## config.mk

```make
export PLATFORM = sky130hd
export DESIGN_NAME = rtc_set_ctrl
export DESIGN_NICKNAME = d
export VERILOG_FILES = /design/src/rtl/rtc_pkg.sv /design/src/rtl/bcd2_inc.sv /design/src/rtl/rtc_set_ctrl.sv
export SDC_FILE = /design/constraint.sdc
export NUM_CORES = 1
export LEC_CHECK = 0
export BUFFER_PORTS_ARGS = -buffer_cell sky130_fd_sc_hd__buf_2
export CAP_MARGIN = 10
export CELL_PAD_IN_SITES_DETAIL_PLACEMENT = 1
export CELL_PAD_IN_SITES_GLOBAL_PLACEMENT = 2
export CORE_MARGIN = 2
export CORE_UTILIZATION = 30
export CTS_BUF_LIST = sky130_fd_sc_hd__clkbuf_16
export DETAILED_ROUTE_END_ITERATION = 16
export GPL_ROUTABILITY_DRIVEN = 0
export PLACE_DENSITY_LB_ADDON = 0.1
export REMOVE_ABC_BUFFERS = 1
export SYNTH_ARGS = -nofsm -noshare
export SYNTH_HDL_FRONTEND = slang
export SYNTH_HIERARCHICAL = 1
export SYNTH_SLANG_ARGS = --single-unit
```

## constraint.sdc

```tcl
create_clock -name clk -period 7.8 [get_ports clk]
set_clock_uncertainty 0.1 [all_clocks]
set_input_delay 0.39 -clock clk [delete_from_list [all_inputs] [get_ports clk]]
set_output_delay 0.39 -clock clk [all_outputs]
set_load 0.05 [all_outputs]
```

## src/rtl/rtc_pkg.sv

```systemverilog
// Shared types and constants for the RTC time-set controller.
//   rtc_set_state_t : edit state machine encoding
//   *_MAX           : BCD field limits (hours 23, minutes/seconds 59)
//   BM_*            : bit positions in the 6-bit digit blink mask
package rtc_pkg;

    localparam int unsigned BCD_W = 8;
    localparam int unsigned BM_W  = 6;

    typedef enum logic [2:0] {
        ST_RUN      = 3'd0,
        ST_EDIT_HR  = 3'd1,
        ST_EDIT_MIN = 3'd2,
        ST_EDIT_SEC = 3'd3,
        ST_COMMIT   = 3'd4
    } rtc_set_state_t;

    localparam logic [BCD_W-1:0] HR_MAX  = 8'h23;
    localparam logic [BCD_W-1:0] MIN_MAX = 8'h59;
    localparam logic [BCD_W-1:0] SEC_MAX = 8'h59;

    localparam int unsigned BM_HR_M  = 5;
    localparam int unsigned BM_HR_L  = 4;
    localparam int unsigned BM_MIN_M = 3;
    localparam int unsigned BM_MIN_L = 2;
    localparam int unsigned BM_SEC_M = 1;
    localparam int unsigned BM_SEC_L = 0;

    // Digits belonging to the field edited in state s; zero outside edit.
    function automatic logic [BM_W-1:0] field_mask(input rtc_set_state_t s);
        logic [BM_W-1:0] m;
        m = '0;
        case (s)
            ST_EDIT_HR: begin
                m[BM_HR_M] = 1'b1;
                m[BM_HR_L] = 1'b1;
            end
            ST_EDIT_MIN: begin
                m[BM_MIN_M] = 1'b1;
                m[BM_MIN_L] = 1'b1;
            end
            ST_EDIT_SEC: begin
                m[BM_SEC_M] = 1'b1;
                m[BM_SEC_L] = 1'b1;
            end
            default: m = '0;
        endcase
        return m;
    endfunction

endpackage

```

## src/rtl/bcd2_inc.sv

```systemverilog
// Two-digit BCD increment with wrap at a field maximum.
// Ports:
//   val_i  : current BCD value {tens,units}
//   max_i  : field maximum in BCD (e.g. 8'h23, 8'h59)
//   nxt_c  : combinational next value; any value at or above max_i
//            (including out-of-range snapshots) becomes 8'h00
module bcd2_inc
    import rtc_pkg::*;
(
    input  logic [BCD_W-1:0] val_i,
    input  logic [BCD_W-1:0] max_i,
    output logic [BCD_W-1:0] nxt_c
);

    // Binary compare is valid for BCD operands with legal digits.
    always_comb begin
        nxt_c = '0;
        if (val_i >= max_i) begin
            nxt_c = '0;
        end else if (val_i[3:0] >= 4'd9) begin
            nxt_c = {val_i[7:4] + 4'd1, 4'd0};
        end else begin
            nxt_c = {val_i[7:4], val_i[3:0] + 4'd1};
        end
    end

endmodule

```

## src/rtl/rtc_set_ctrl.sv

```systemverilog
// Time-set controller for the BCD RTC counter chain.
// Walks RUN -> EDIT_HR -> EDIT_MIN -> EDIT_SEC -> COMMIT -> RUN on btn_mode
// rising edges, edits a shadow copy of the time with btn_inc, and loads it
// into the counters with a one-cycle pulse on commit.
// Ports:
//   clk, rst            : clock, synchronous active-high reset
//   btn_mode, btn_inc   : debounced button levels
//   cur_hr/min/sec      : live BCD time, snapshotted on edit entry
//   run_en              : counter enable, low while editing or committing
//   load                : one-cycle load strobe in COMMIT
//   ld_hr/min/sec       : shadow BCD time
//   blink_mask          : per-digit blank {HR_M,HR_L,MIN_M,MIN_L,SEC_M,SEC_L}
//   editing             : high in any EDIT_* state
// Build option: define RTC_SET_TIMEOUT_EN to abort an idle edit after
// TIMEOUT_CYC cycles without a button event.
module rtc_set_ctrl
    import rtc_pkg::*;
#(
    parameter int unsigned BLINK_DIV   = 8,
    parameter int unsigned TIMEOUT_CYC = 64
) (
    input  logic             clk,
    input  logic             rst,
    input  logic             btn_mode,
    input  logic             btn_inc,
    input  logic [BCD_W-1:0] cur_hr,
    input  logic [BCD_W-1:0] cur_min,
    input  logic [BCD_W-1:0] cur_sec,
    output logic             run_en,
    output logic             load,
    output logic [BCD_W-1:0] ld_hr,
    output logic [BCD_W-1:0] ld_min,
    output logic [BCD_W-1:0] ld_sec,
    output logic [BM_W-1:0]  blink_mask,
    output logic             editing
);

    localparam int unsigned BLINK_W = (BLINK_DIV > 2) ? $clog2(BLINK_DIV) : 1;
    localparam logic [BLINK_W-1:0] BLINK_LAST = BLINK_W'(BLINK_DIV - 1);

    if (BLINK_DIV < 2) begin : g_bad_blink_div
        $error("BLINK_DIV must be at least 2");
    end
    if (TIMEOUT_CYC < 1) begin : g_bad_timeout_cyc
        $error("TIMEOUT_CYC must be at least 1");
    end

    rtc_set_state_t     state_q, state_d;
    logic               btn_mode_q, btn_mode_d;
    logic               btn_inc_q, btn_inc_d;
    logic [BCD_W-1:0]   ld_hr_q, ld_hr_d, ld_min_q, ld_min_d, ld_sec_q, ld_sec_d;
    logic               run_en_q, run_en_d, load_q, load_d, editing_q, editing_d;
    logic [BM_W-1:0]    blink_mask_q, blink_mask_d;
    logic [BLINK_W-1:0] blink_cnt_q, blink_cnt_d;
    logic               phase_q, phase_d;
    logic               mode_ev_c, inc_ev_c, in_edit_c;
    logic [BCD_W-1:0]   fld_val_c, fld_max_c, fld_nxt_c;

`ifdef RTC_SET_TIMEOUT_EN
    localparam int unsigned IDLE_W = $clog2(TIMEOUT_CYC + 1);
    localparam logic [IDLE_W-1:0] IDLE_LAST = IDLE_W'(TIMEOUT_CYC - 1);
    logic [IDLE_W-1:0] idle_q, idle_d;
`endif

    assign mode_ev_c = btn_mode & ~btn_mode_q;
    assign inc_ev_c  = btn_inc & ~btn_inc_q;
    assign in_edit_c = state_q inside {ST_EDIT_HR, ST_EDIT_MIN, ST_EDIT_SEC};

    // Select the field being edited for the shared incrementer.
    always_comb begin
        fld_val_c = ld_sec_q;
        fld_max_c = SEC_MAX;
        case (state_q)
            ST_EDIT_HR: begin
                fld_val_c = ld_hr_q;
                fld_max_c = HR_MAX;
            end
            ST_EDIT_MIN: begin
                fld_val_c = ld_min_q;
                fld_max_c = MIN_MAX;
            end
            default: ;
        endcase
    end

    bcd2_inc u_inc (
        .val_i (fld_val_c),
        .max_i (fld_max_c),
        .nxt_c (fld_nxt_c)
    );

    // Next state, shadow registers, blink timer and registered outputs.
    always_comb begin
        state_d     = state_q;
        btn_mode_d  = btn_mode;
        btn_inc_d   = btn_inc;
        ld_hr_d     = ld_hr_q;
        ld_min_d    = ld_min_q;
        ld_sec_d    = ld_sec_q;
        blink_cnt_d = blink_cnt_q;
        phase_d     = phase_q;

        // A mode event always takes priority over a simultaneous inc event.
        case (state_q)
            ST_RUN: begin
                if (mode_ev_c) begin
                    state_d  = ST_EDIT_HR;
                    ld_hr_d  = cur_hr;
                    ld_min_d = cur_min;
                    ld_sec_d = cur_sec;
                end
            end
            ST_EDIT_HR: begin
                if (mode_ev_c)     state_d = ST_EDIT_MIN;
                else if (inc_ev_c) ld_hr_d = fld_nxt_c;
            end
            ST_EDIT_MIN: begin
                if (mode_ev_c)     state_d  = ST_EDIT_SEC;
                else if (inc_ev_c) ld_min_d = fld_nxt_c;
            end
            ST_EDIT_SEC: begin
                if (mode_ev_c)     state_d  = ST_COMMIT;
                else if (inc_ev_c) ld_sec_d = fld_nxt_c;
            end
            default: state_d = ST_RUN;
        endcase

`ifdef RTC_SET_TIMEOUT_EN
        // Abort an idle edit; shadow is untouched and no load is issued.
        if (in_edit_c && !mode_ev_c && !inc_ev_c && idle_q == IDLE_LAST) begin
            state_d = ST_RUN;
        end
        idle_d = idle_q;
        if (mode_ev_c || inc_ev_c || state_d != state_q) idle_d = '0;
        else if (in_edit_c)                              idle_d = idle_q + IDLE_W'(1);
`endif

        // Blink phase restarts its count on every edit entry.
        if (state_q == ST_RUN && state_d == ST_EDIT_HR) begin
            blink_cnt_d = '0;
        end else if (blink_cnt_q == BLINK_LAST) begin
            blink_cnt_d = '0;
            phase_d     = ~phase_q;
        end else begin
            blink_cnt_d = blink_cnt_q + BLINK_W'(1);
        end

        run_en_d     = (state_d == ST_RUN);
        load_d       = (state_d == ST_COMMIT);
        editing_d    = state_d inside {ST_EDIT_HR, ST_EDIT_MIN, ST_EDIT_SEC};
        blink_mask_d = phase_d ? field_mask(state_d) : '0;
    end

    always_ff @(posedge clk) begin
        if (rst) begin
            state_q      <= ST_RUN;
            btn_mode_q   <= 1'b0;
            btn_inc_q    <= 1'b0;
            ld_hr_q      <= '0;
            ld_min_q     <= '0;
            ld_sec_q     <= '0;
            run_en_q     <= 1'b1;
            load_q       <= 1'b0;
            editing_q    <= 1'b0;
            blink_mask_q <= '0;
            blink_cnt_q  <= '0;
            phase_q      <= 1'b0;
`ifdef RTC_SET_TIMEOUT_EN
            idle_q       <= '0;
`endif
        end else begin
            state_q      <= state_d;
            btn_mode_q   <= btn_mode_d;
            btn_inc_q    <= btn_inc_d;
            ld_hr_q      <= ld_hr_d;
            ld_min_q     <= ld_min_d;
            ld_sec_q     <= ld_sec_d;
            run_en_q     <= run_en_d;
            load_q       <= load_d;
            editing_q    <= editing_d;
            blink_mask_q <= blink_mask_d;
            blink_cnt_q  <= blink_cnt_d;
            phase_q      <= phase_d;
`ifdef RTC_SET_TIMEOUT_EN
            idle_q       <= idle_d;
`endif
        end
    end

    assign run_en     = run_en_q;
    assign load       = load_q;
    assign ld_hr      = ld_hr_q;
    assign ld_min     = ld_min_q;
    assign ld_sec     = ld_sec_q;
    assign blink_mask = blink_mask_q;
    assign editing    = editing_q;

endmodule

```

[Word level (Yosys, flattened, before mapping)]
Cells that the tools add are included.
Cells by class
  add/subtract/negate cells: 3
  order comparisons: 2
  equal/unequal tests: 15
  multiplexer cells: 22
  bitwise logic cells: 6
  reductions and logical operators: 12
Operators by type and width (count)
  8-bit case mux with 2 select lines: 4
  8-bit two-way mux: 7
  2-bit inequality test (second input constant): 7
  3-bit by 2-bit == test with 1-bit output (second input constant): 4
  3-bit two-way mux: 4
  3-bit case mux with 4 select lines: 1
  4-bit AND reduction: 3
  4-bit by 1-bit adder with 4-bit output (second input constant): 2
  8-bit by 7-bit >= comparator with 1-bit output: 1
  7-bit two-way mux: 1
  3-bit by 1-bit == test with 1-bit output (second input constant): 2
  3-bit == test (second input constant): 2
  3-bit zero test: 2
  2-bit two-way mux: 3
  2-bit nonzero test: 3
  4-bit >= comparator (second input constant): 1
  1-bit NOT: 4
  3-bit by 1-bit adder with 3-bit output (second input constant): 1
  3-bit nonzero test: 1
  3-bit OR reduction: 1
  1-bit bitwise AND: 2
  1-bit two-way mux: 2
  2-bit OR reduction: 1
  1-bit logical AND: 1
Storage, ports and cells
  bits in registers: 42
  output and inout port bits: 33

[Longest topological paths before layout]
Gate-level depths: netlist of the first run.
  depth in word-level cells: 9
  mapped depth: 16

[Modules after synthesis]
The synthesis of the first run kept the hierarchy.
By module, submodules not included
  rtc_set_ctrl: times used 1, cells an instance 222, area an instance 1960.6 um^2, seq. area each 780.7 um^2
  bcd2_inc: times used 1, cells an instance 54, area an instance 452.9 um^2, seq. area each 0.0 um^2

[Worst setup path after synthesis of the first run]
OpenSTA, ideal clock, no wires.
  path type: register to register
  start: register state_q[2]
  end: register ld_min_q[1], in the netlist ld_min[1]
  data arrival time: 3.214 ns
  setup slack: 4.350 ns
  stages on the path, launching flop included: 14
  buffers on the path: 2
  period minus slack after synthesis: 3.450 ns
  cells stage by stage: dfxtp_1 clkbuf_1 or2_2 clkbuf_1 o22ai_1 a21oi_1 ha_1 nor3_1 or3_4 o211ai_4 nor2_1 or3_2 o21ai_0 a221oi_1
Between the ends
  longest elaborated chain between the ends: 8
  elaborated cells between the ends (all ways): 18
Ends and longest elaborated chain
  start: declaration: line rtc_set_ctrl.sv:48  | rtc_set_state_t state_q, state_d;
  start signal: assignment: line rtc_set_ctrl.sv:172  | state_q <= state_d;
  3-bit by 2-bit == test with 1-bit output / 3-bit by 1-bit == test with 1-bit output (equally long branches): line rtc_set_ctrl.sv:73  | case (state_q)
  8-bit case mux with 2 select lines (*): line rtc_set_ctrl.sv:73
  named net fld_val_c[3]: line rtc_set_ctrl.sv:57  | logic [BCD_W-1:0] fld_val_c, fld_max_c, fld_nxt_c;
  4-bit >= comparator: line bcd2_inc.sv:20  | end else if (val_i[3:0] >= 4'd9) begin
  8-bit two-way mux: line bcd2_inc.sv:20
  8-bit two-way mux (*): line bcd2_inc.sv:18  | if (val_i >= max_i) begin
  named net fld_nxt_c[1]: line rtc_set_ctrl.sv:57
  8-bit two-way mux (*): line rtc_set_ctrl.sv:119  | else if (inc_ev_c) ld_min_d = fld_nxt_c;
  8-bit two-way mux (*): line rtc_set_ctrl.sv:118  | if (mode_ev_c) state_d = ST_EDIT_SEC;
  8-bit case mux with 2 select lines (*): line rtc_set_ctrl.sv:104  | case (state_q)
  end signal: assignment: line rtc_set_ctrl.sv:176  | ld_min_q <= ld_min_d;
  end: declaration: line rtc_set_ctrl.sv:51  | logic [BCD_W-1:0] ld_hr_q, ld_hr_d, ld_min_q, ld_min_d, ld_sec_q, ld_sec_d;
The timed path passes the listed nets; every way through them passes the cells marked *. The select of a mux whose other input is x is not followed.
A chain may end at the register's enable or synchronous reset.

[Final worst setup path of the first run]
  start: register state_q[0]
  end: register ld_min_q[1], in the netlist ld_min[1]
Between the ends
  longest elaborated chain between the ends: 8
  elaborated cells between the ends (all ways): 18
Ends and longest elaborated chain (line)
  3-bit by 2-bit == test with 1-bit output / 3-bit by 1-bit == test with 1-bit output (equally long branches): rtc_set_ctrl.sv:73
  8-bit case mux with 2 select lines (*): rtc_set_ctrl.sv:73
  named net fld_val_c[0]: rtc_set_ctrl.sv:57
  4-bit by 1-bit adder with 4-bit output / 4-bit >= comparator (equally long branches): bcd2_inc.sv:23, bcd2_inc.sv:20
  8-bit two-way mux: bcd2_inc.sv:20
  8-bit two-way mux (*): bcd2_inc.sv:18
  named net fld_nxt_c[1]: rtc_set_ctrl.sv:57
  8-bit two-way mux (*): rtc_set_ctrl.sv:119
  8-bit two-way mux (*): rtc_set_ctrl.sv:118
  8-bit case mux with 2 select lines (*): rtc_set_ctrl.sv:104
Marks and branches as above.

==> flow_metrics.py, run 1 <==
metrics = {
    "sta": {
        "hold_viol_final": 0,
        "finalSetupTns_ns": 0,
        "worstMarginPinSlew_ns": 1.00,
        "setup-violations-final": 0,
        "rsz0062_at_grt": "false",
        "post-route-period-util_pct": 55.3,
        "holdWs_ns": 0.240,
        "fmax_mhz": 232,
        "relSlewSlack_pct": 32.8,
        "maxSlewViolCount": 0,
        "period_needed_ns": 4.31,
    },
    "cts": {
        "root_buffer": "clkbuf_16",
        "clk_pin_slew_ns": 0.07,
        "cts_setup_buffers": 0,
        "ctsHoldBuffers": 0,
        "clk_latency_ns": 0.29,
        "cts_resized": 0,
        "cts_max_level": 2,
        "tritoncts": "done",
        "clock_sinks": 39,
        "clockBufferDepth": 2,
        "numCtsBuffers": 5,
    },
    "finish": {
        "final_cell_mix": "60 x buf_2, 39 x dfxtp_1, 29 x inv_1",
        "final_common_cell": "buf_2",
        "areaGrowthSynthToFinish_pct": 17.6,
        "fillers": 967,
        "final_nets": 364,
        "drive_gt1_share_pct": 29.4,
        "n_antenna_cell": 0,
        "finalNonFillerCells": 425,
    },
    "route": {
        "routedWlPerCell_um": 19.0,
        "drc": 0,
        "drt-initial-drc-count": 57,
        "drt_first_pass_iters": 4,
        "dr_total_vias": 2197,
        "viasPerCell": 5.17,
        "wl_mm": 8.06,
        "ant_nets": 0,
    },
    "run": {
        "cap_viol_max_count": 0,
    },
    "critical_path": {
        "r2r_end": "ld_min[1]",
        "required_ns": 7.83,
        "cp-end-kind": "flop",
        "startpoint": "state_q[0]",
        "crit_type": "flop to flop",
        "crit_path_end": "ld_min[1]",
        "rr_worst_depth": 12,
        "r2r_slack_ns": 3.49,
        "path_max_fanout": 22,
        "r2r-start": "state_q[0]",
        "cp-start-kind": "flop",
        "cp_data_arrival_time_ns": 4.34,
    },
    "pwr": {
        "power.density_cell_area_nw_per_um2": 252,
        "ir_drop_uv": 86.6,
        "leakage_nw": 1.28,
        "total_power_mw": 0.716,
    },
    "floorplan": {
        "row_count": 32,
        "dieArea_um2": 8780,
        "num_io_pins": 61,
        "start_util_pct": 31.1,
        "die_h_um": 93.7,
        "coreArea_um2": 7770,
        "die_w_um": 93.7,
    },
    "logic_synthesis": {
        "synthesis.area_um2": 2410,
        "async_flop_share_pct": 0,
        "dominantRegCellSynth": "dfxtp_1",
        "yosysTopAreaCellShare_pct": 32.3,
        "yosysTopAreaCell": "dfxtp_1",
        "ys_types": 51,
        "ys_ff_latch": 39,
        "synth_area_leaders": "dfxtp_1 32%, ha_1 7.3%, o22ai_1 6.0%, a211oi_1 4.7%, inv_1 4.5%",
        "yosys_warnings": 6,
        "synth_area_per_cell_um2": 8.74,
        "synth_edf_count": 0,
        "synthCells": 276,
        "seq_area_frac_synth_pct": 32.3,
    },
    "placement": {
        "place_inst": 417,
        "detailed_place_hpwl_mm": 6.04,
        "io_buffer_count": 60,
    },
    "outcome": {
        "outcome": "finished clean",
    },
    "min_path": {
        "hp-class": "primary input to flop",
    },
    "global_route": {
        "grt.met1_usage_pct": 27.9,
        "grt_overflow": 0,
        "grt_use_total_pct": 19.1,
        "antenna_found_initial": 0,
        "grt.busiest_layer": "met2",
        "grt_max_degree": 36,
        "globalRouteMet3Util_pct": 3.61,
        "grt_pass1_vias": 2305,
        "grt_pass1_wl_mm": 12.8,
        "met2_usage_pct": 28.9,
    },
}
Yosys cell counts, types with 2 or more instances:
cell and instances:
and2_1 2, nor2_1 11, nor4_1 2, xnor2_1 3, o21ai_0 10, dfxtp_1 39
inv_1 29, ha_1 14, clkbuf_1 10, nand4_1 2, nand2_1 9, a211oi_1 15
and3_1 2, or2_2 3, conb_1 2, o22ai_1 23, nor3_2 4, a21oi_1 10
or2b_2 2, buf_6 3, or3_2 7, nor2b_1 5, buf_4 4, xor2_1 2
a221oi_1 9, nor3_1 17, clkbuf_8 3, mux2i_1 9, nand3_1 3
final cells by class:
class / count / area (µm²) / share of cell area [%]
Sequential cell: 39 / 781 / 27.5
Clock inverter: 3 / 20.0 / 0.705
Tap cell: 102 / 128 / 4.50
Clock buffer: 5 / 125 / 4.41
Timing Repair Buffer: 60 / 300 / 10.6
Inverter: 29 / 109 / 3.83
Multi-Input combinational cell: 187 / 1380 / 48.5
per-stage QoR:
step           setup slack, ns  util (%)  instance area [µm²]
2_1_floorplan             4.30         -                 2270
5_1_grt                   3.17      36.5                 2840
4_1_cts                   3.50      36.5                 2840
6_report                  3.49      36.5                 2840
3_5_place_dp              3.52      34.7                 2690
3_3_place_gp              3.54      34.7                 2690
metal layers:
layer	vias up	wire, µm
met1	1040	4110
met4	0	82
met3	9	380
met2	64	3480
li1	1084	-
met5	-	0
state kept, by name, summed over array words and instances (netlist names):
signal / count
btn_mode_q: 1
blink_cnt_q: 3
ld_hr: 8
ld_sec: 8
state_q: 3
run_en: 1
phase_q: 1
ld_min: 8
load: 1
editing: 1
blink_mask: 3
btn_inc_q: 1
power breakdown:
part / internal (mW) / switching (mW) / total (mW)
clock network: 0.118 / 0.0865 / 0.204
logic: 0.0901 / 0.181 / 0.271
registers: 0.218 / 0.0224 / 0.241
critical path: stages (launching register included):
cell and delay, ns:
dfxtp_1 0.83, or3b_1 0.67, o22ai_1 0.18, a21oi_1 0.47
inv_1 0.17, ha_1 0.31, nand2b_4 0.12, a2111oi_4 0.08
o211ai_4 0.35, nor2_1 0.18, or3_2 0.50, o21ai_0 0.09
a221oi_1 0.09
cells by family after synthesis:
logic type      share of synthesized area, %
buf+inv                                 10.8
simple gates                            19.7
flops                                   32.3
mux                                     3.73
compound gates                          23.4
xor+xnor                                2.49
other cells                            0.311
fa+ha+maj                               7.26
worst min path at each step:
stage,startpoint,to,slack [ns],cells after the start
after floorplan,blink_cnt_q[0],blink_cnt_q[0],0.30,1
after global placement,blink_cnt_q[0],blink_cnt_q[0],0.33,1
after detailed placement,blink_cnt_q[0],blink_cnt_q[0],0.35,1
after CTS,btn_inc,btn_inc_q,0.24,2
after global routing,btn_inc,btn_inc_q,0.24,2
final,btn_inc,btn_inc_q,0.24,2
Note: power is estimated with default switching activity, not from simulation.
==> run 2, diff against run 1 <==
Settings changed: CORE_UTILIZATION 30 to 28.
Clock period 7.8 ns to 3.9 ns, I/O delays scaled along.
==> run 2 against run 1 <==
Via count is 4.9% higher. Global-route usage is 0.43 points lower. Clock power is 100% higher. Critical path depth stayed put. Critical path type unchanged. Sequential power is 95% higher. Critical endpoint unchanged. Final cell count is 4.7% higher. Total power is 110% higher. Combinational power is 120% higher. Die area is 6.8% higher. Sequential share of layout area is 1.3 points lower. Largest power group unchanged. Count of clock-buffer cells in the layout stayed put.
==> flow_metrics.py, run 2 (synthesis gave the netlist of run 1 again) <==
metrics = {
    "critical_path": {
        "cp_data_arrival_time_ns": 3.56,
        "crit_type": "flop to flop",
        "cp-start-kind": "flop",
        "cp-end-kind": "flop",
        "worstPathCellList": "buf_4 -> or2_2 -> o22ai_1 -> a21oi_1 -> ha_1 -> o21ai_0 -> or3_4 -> o211ai_4 -> nor2_1 -> or3_2 -> o21ai_0 -> a221oi_1",
        "cp_slowest_stage_delay_ns": 0.49,
        "crit_slowest_cell": "or3_2",
        "r2r_end": "ld_min[1]",
        "path_max_fanout": 14,
        "required_ns": 3.93,
        "rr_worst_depth": 12,
        "r2r-start": "state_q[2]",
        "path_common_cell": "o21ai_0",
        "r2r_slack_ns": 0.38,
    },
    "min_path": {
        "hp-class": "primary input to flop",
        "worstHoldPathCells": 2,
        "holdCritStartpoint": "btn_inc",
        "whs_endpoint": "btn_inc_q",
    },
    "sta": {
        "maxSlewViolCount": 0,
        "finalSetupTns_ns": 0,
        "fmax_mhz": 284,
        "period_needed_ns": 3.52,
        "relSlewSlack_pct": 27.5,
        "hold_viol_final": 0,
        "post-route-period-util_pct": 90.4,
        "rsz0062_at_grt": "false",
        "setup-violations-final": 0,
        "worstMarginPinSlew_ns": 1.08,
    },
    "route": {
        "wl_met1_mm": 4.34,
        "wl_met2_mm": 4.01,
        "dr_total_vias": 2304,
        "ant_nets": 0,
        "routedWlPerCell_um": 19.8,
        "drt-initial-drc-count": 93,
        "drc": 0,
        "drt_first_pass_iters": 4,
        "viasPerCell": 5.18,
        "wl_met3_um": 361,
        "wl_mm": 8.80,
        "top_layer": "met4",
    },
    "finish": {
        "final_nets": 381,
        "final_util_pct": 35.9,
        "final_cell_mix": "60 x buf_2, 39 x dfxtp_1, 29 x inv_1",
        "areaGrowthSynthToFinish_pct": 23.6,
        "drive_gt1_share_pct": 32.6,
        "n_antenna_cell": 0,
        "finalNonFillerCells": 445,
        "final_common_cell": "buf_2",
        "final_cell_area_um2": 2980,
    },
    "global_route": {
        "grt_max_degree": 36,
        "grt_overflow": 0,
        "grt_pass1_wl_mm": 13.7,
        "grt_use_total_pct": 18.7,
        "antenna_found_initial": 0,
        "grt_pass1_vias": 2322,
    },
    "cts": {
        "clockBufferDepth": 2,
        "numCtsBuffers": 5,
        "ctsHoldBuffers": 0,
        "cts_setup_buffers": 0,
        "clock_sinks": 39,
        "root_buffer": "clkbuf_16",
        "cts_max_level": 2,
        "clk_pin_slew_ns": 0.06,
        "cts_resized": 0,
        "tritoncts": "done",
        "clk_latency_ns": 0.29,
    },
    "floorplan": {
        "num_io_pins": 61,
        "dieArea_um2": 9380,
        "die_w_um": 96.8,
        "die_h_um": 96.8,
        "coreArea_um2": 8300,
        "row_count": 33,
        "start_util_pct": 29.1,
    },
    "placement": {
        "placed_cell_area_um2": 2840,
        "io_buffer_count": 60,
        "place_inst": 437,
        "detailed_place_hpwl_mm": 6.48,
    },
    "outcome": {
        "outcome": "finished clean",
    },
    "pwr": {
        "power.density_cell_area_nw_per_um2": 500,
        "leakage_nw": 1.38,
        "ir_drop_uv": 191,
        "total_power_mw": 1.49,
    },
    "run": {
        "cap_viol_max_count": 0,
    },
}
## run 2: cell types whose count changed in the layout (fill, tap and decap cells not counted)
cell / delta
buf_12: +1
buf_4: +16
clkinv_1: +1
clkinv_2: -1
clkinv_4: +1
clkinvlp_4: -1
## run 2: through the flow
stage | hold WS, ns | setup WS, ns
5_1_grt | 0.0804 | 0.208
2_1_floorplan | 0.167 | 0.398
3_5_place_dp | 0.334 | 0.355
4_1_cts | 0.0449 | 0.319
3_3_place_gp | 0.326 | 0.373
6_report | 0.0478 | 0.375
## run 2: area by class of cell
type	count	area, µm²
clock buffers	5	125
clock inverters	3	20.0
fillers	1011	5320
inverters	29	109
multi-input cells	187	1380
flip-flops and latches	39	781
well taps	105	131
repair buffers	77	440
## run 2: worst max-delay path, delay by kind of cell (launching register included)
family	cells	cell delay [ns]
AOI/OAI and AO/OA	6	1.10
adders and majority gates	1	0.30
DFF	1	0.34
buffers and inverters	1	0.22
and+or+nand+nor	4	1.32
## run 2: worst max path at each step
stage	slack [ns]	end	from
6_report	0.38	ld_min[1]	state_q[2]
5_1_grt	0.21	ld_min[1]	state_q[0]
4_1_cts	0.32	ld_min[1]	state_q[2]
3_5_place_dp	0.35	ld_min[1]	state_q[2]
3_3_place_gp	0.37	ld_min[1]	state_q[2]
2_1_floorplan	0.40	ld_min[1]	state_q[0]
## run 2: power breakdown
group	switching, mW	internal, mW
clock network	0.180	0.236
registers	0.0340	0.436
logic	0.387	0.219
total	0.600	0.892
## run 2: per-layer routing
layer / vias up / track usage, %
met5: - / 0
met4: 0 / 4.23
met3: 7 / 3.40
met2: 61 / 29.4
met1: 1119 / 26.6
li1: 1117 / -
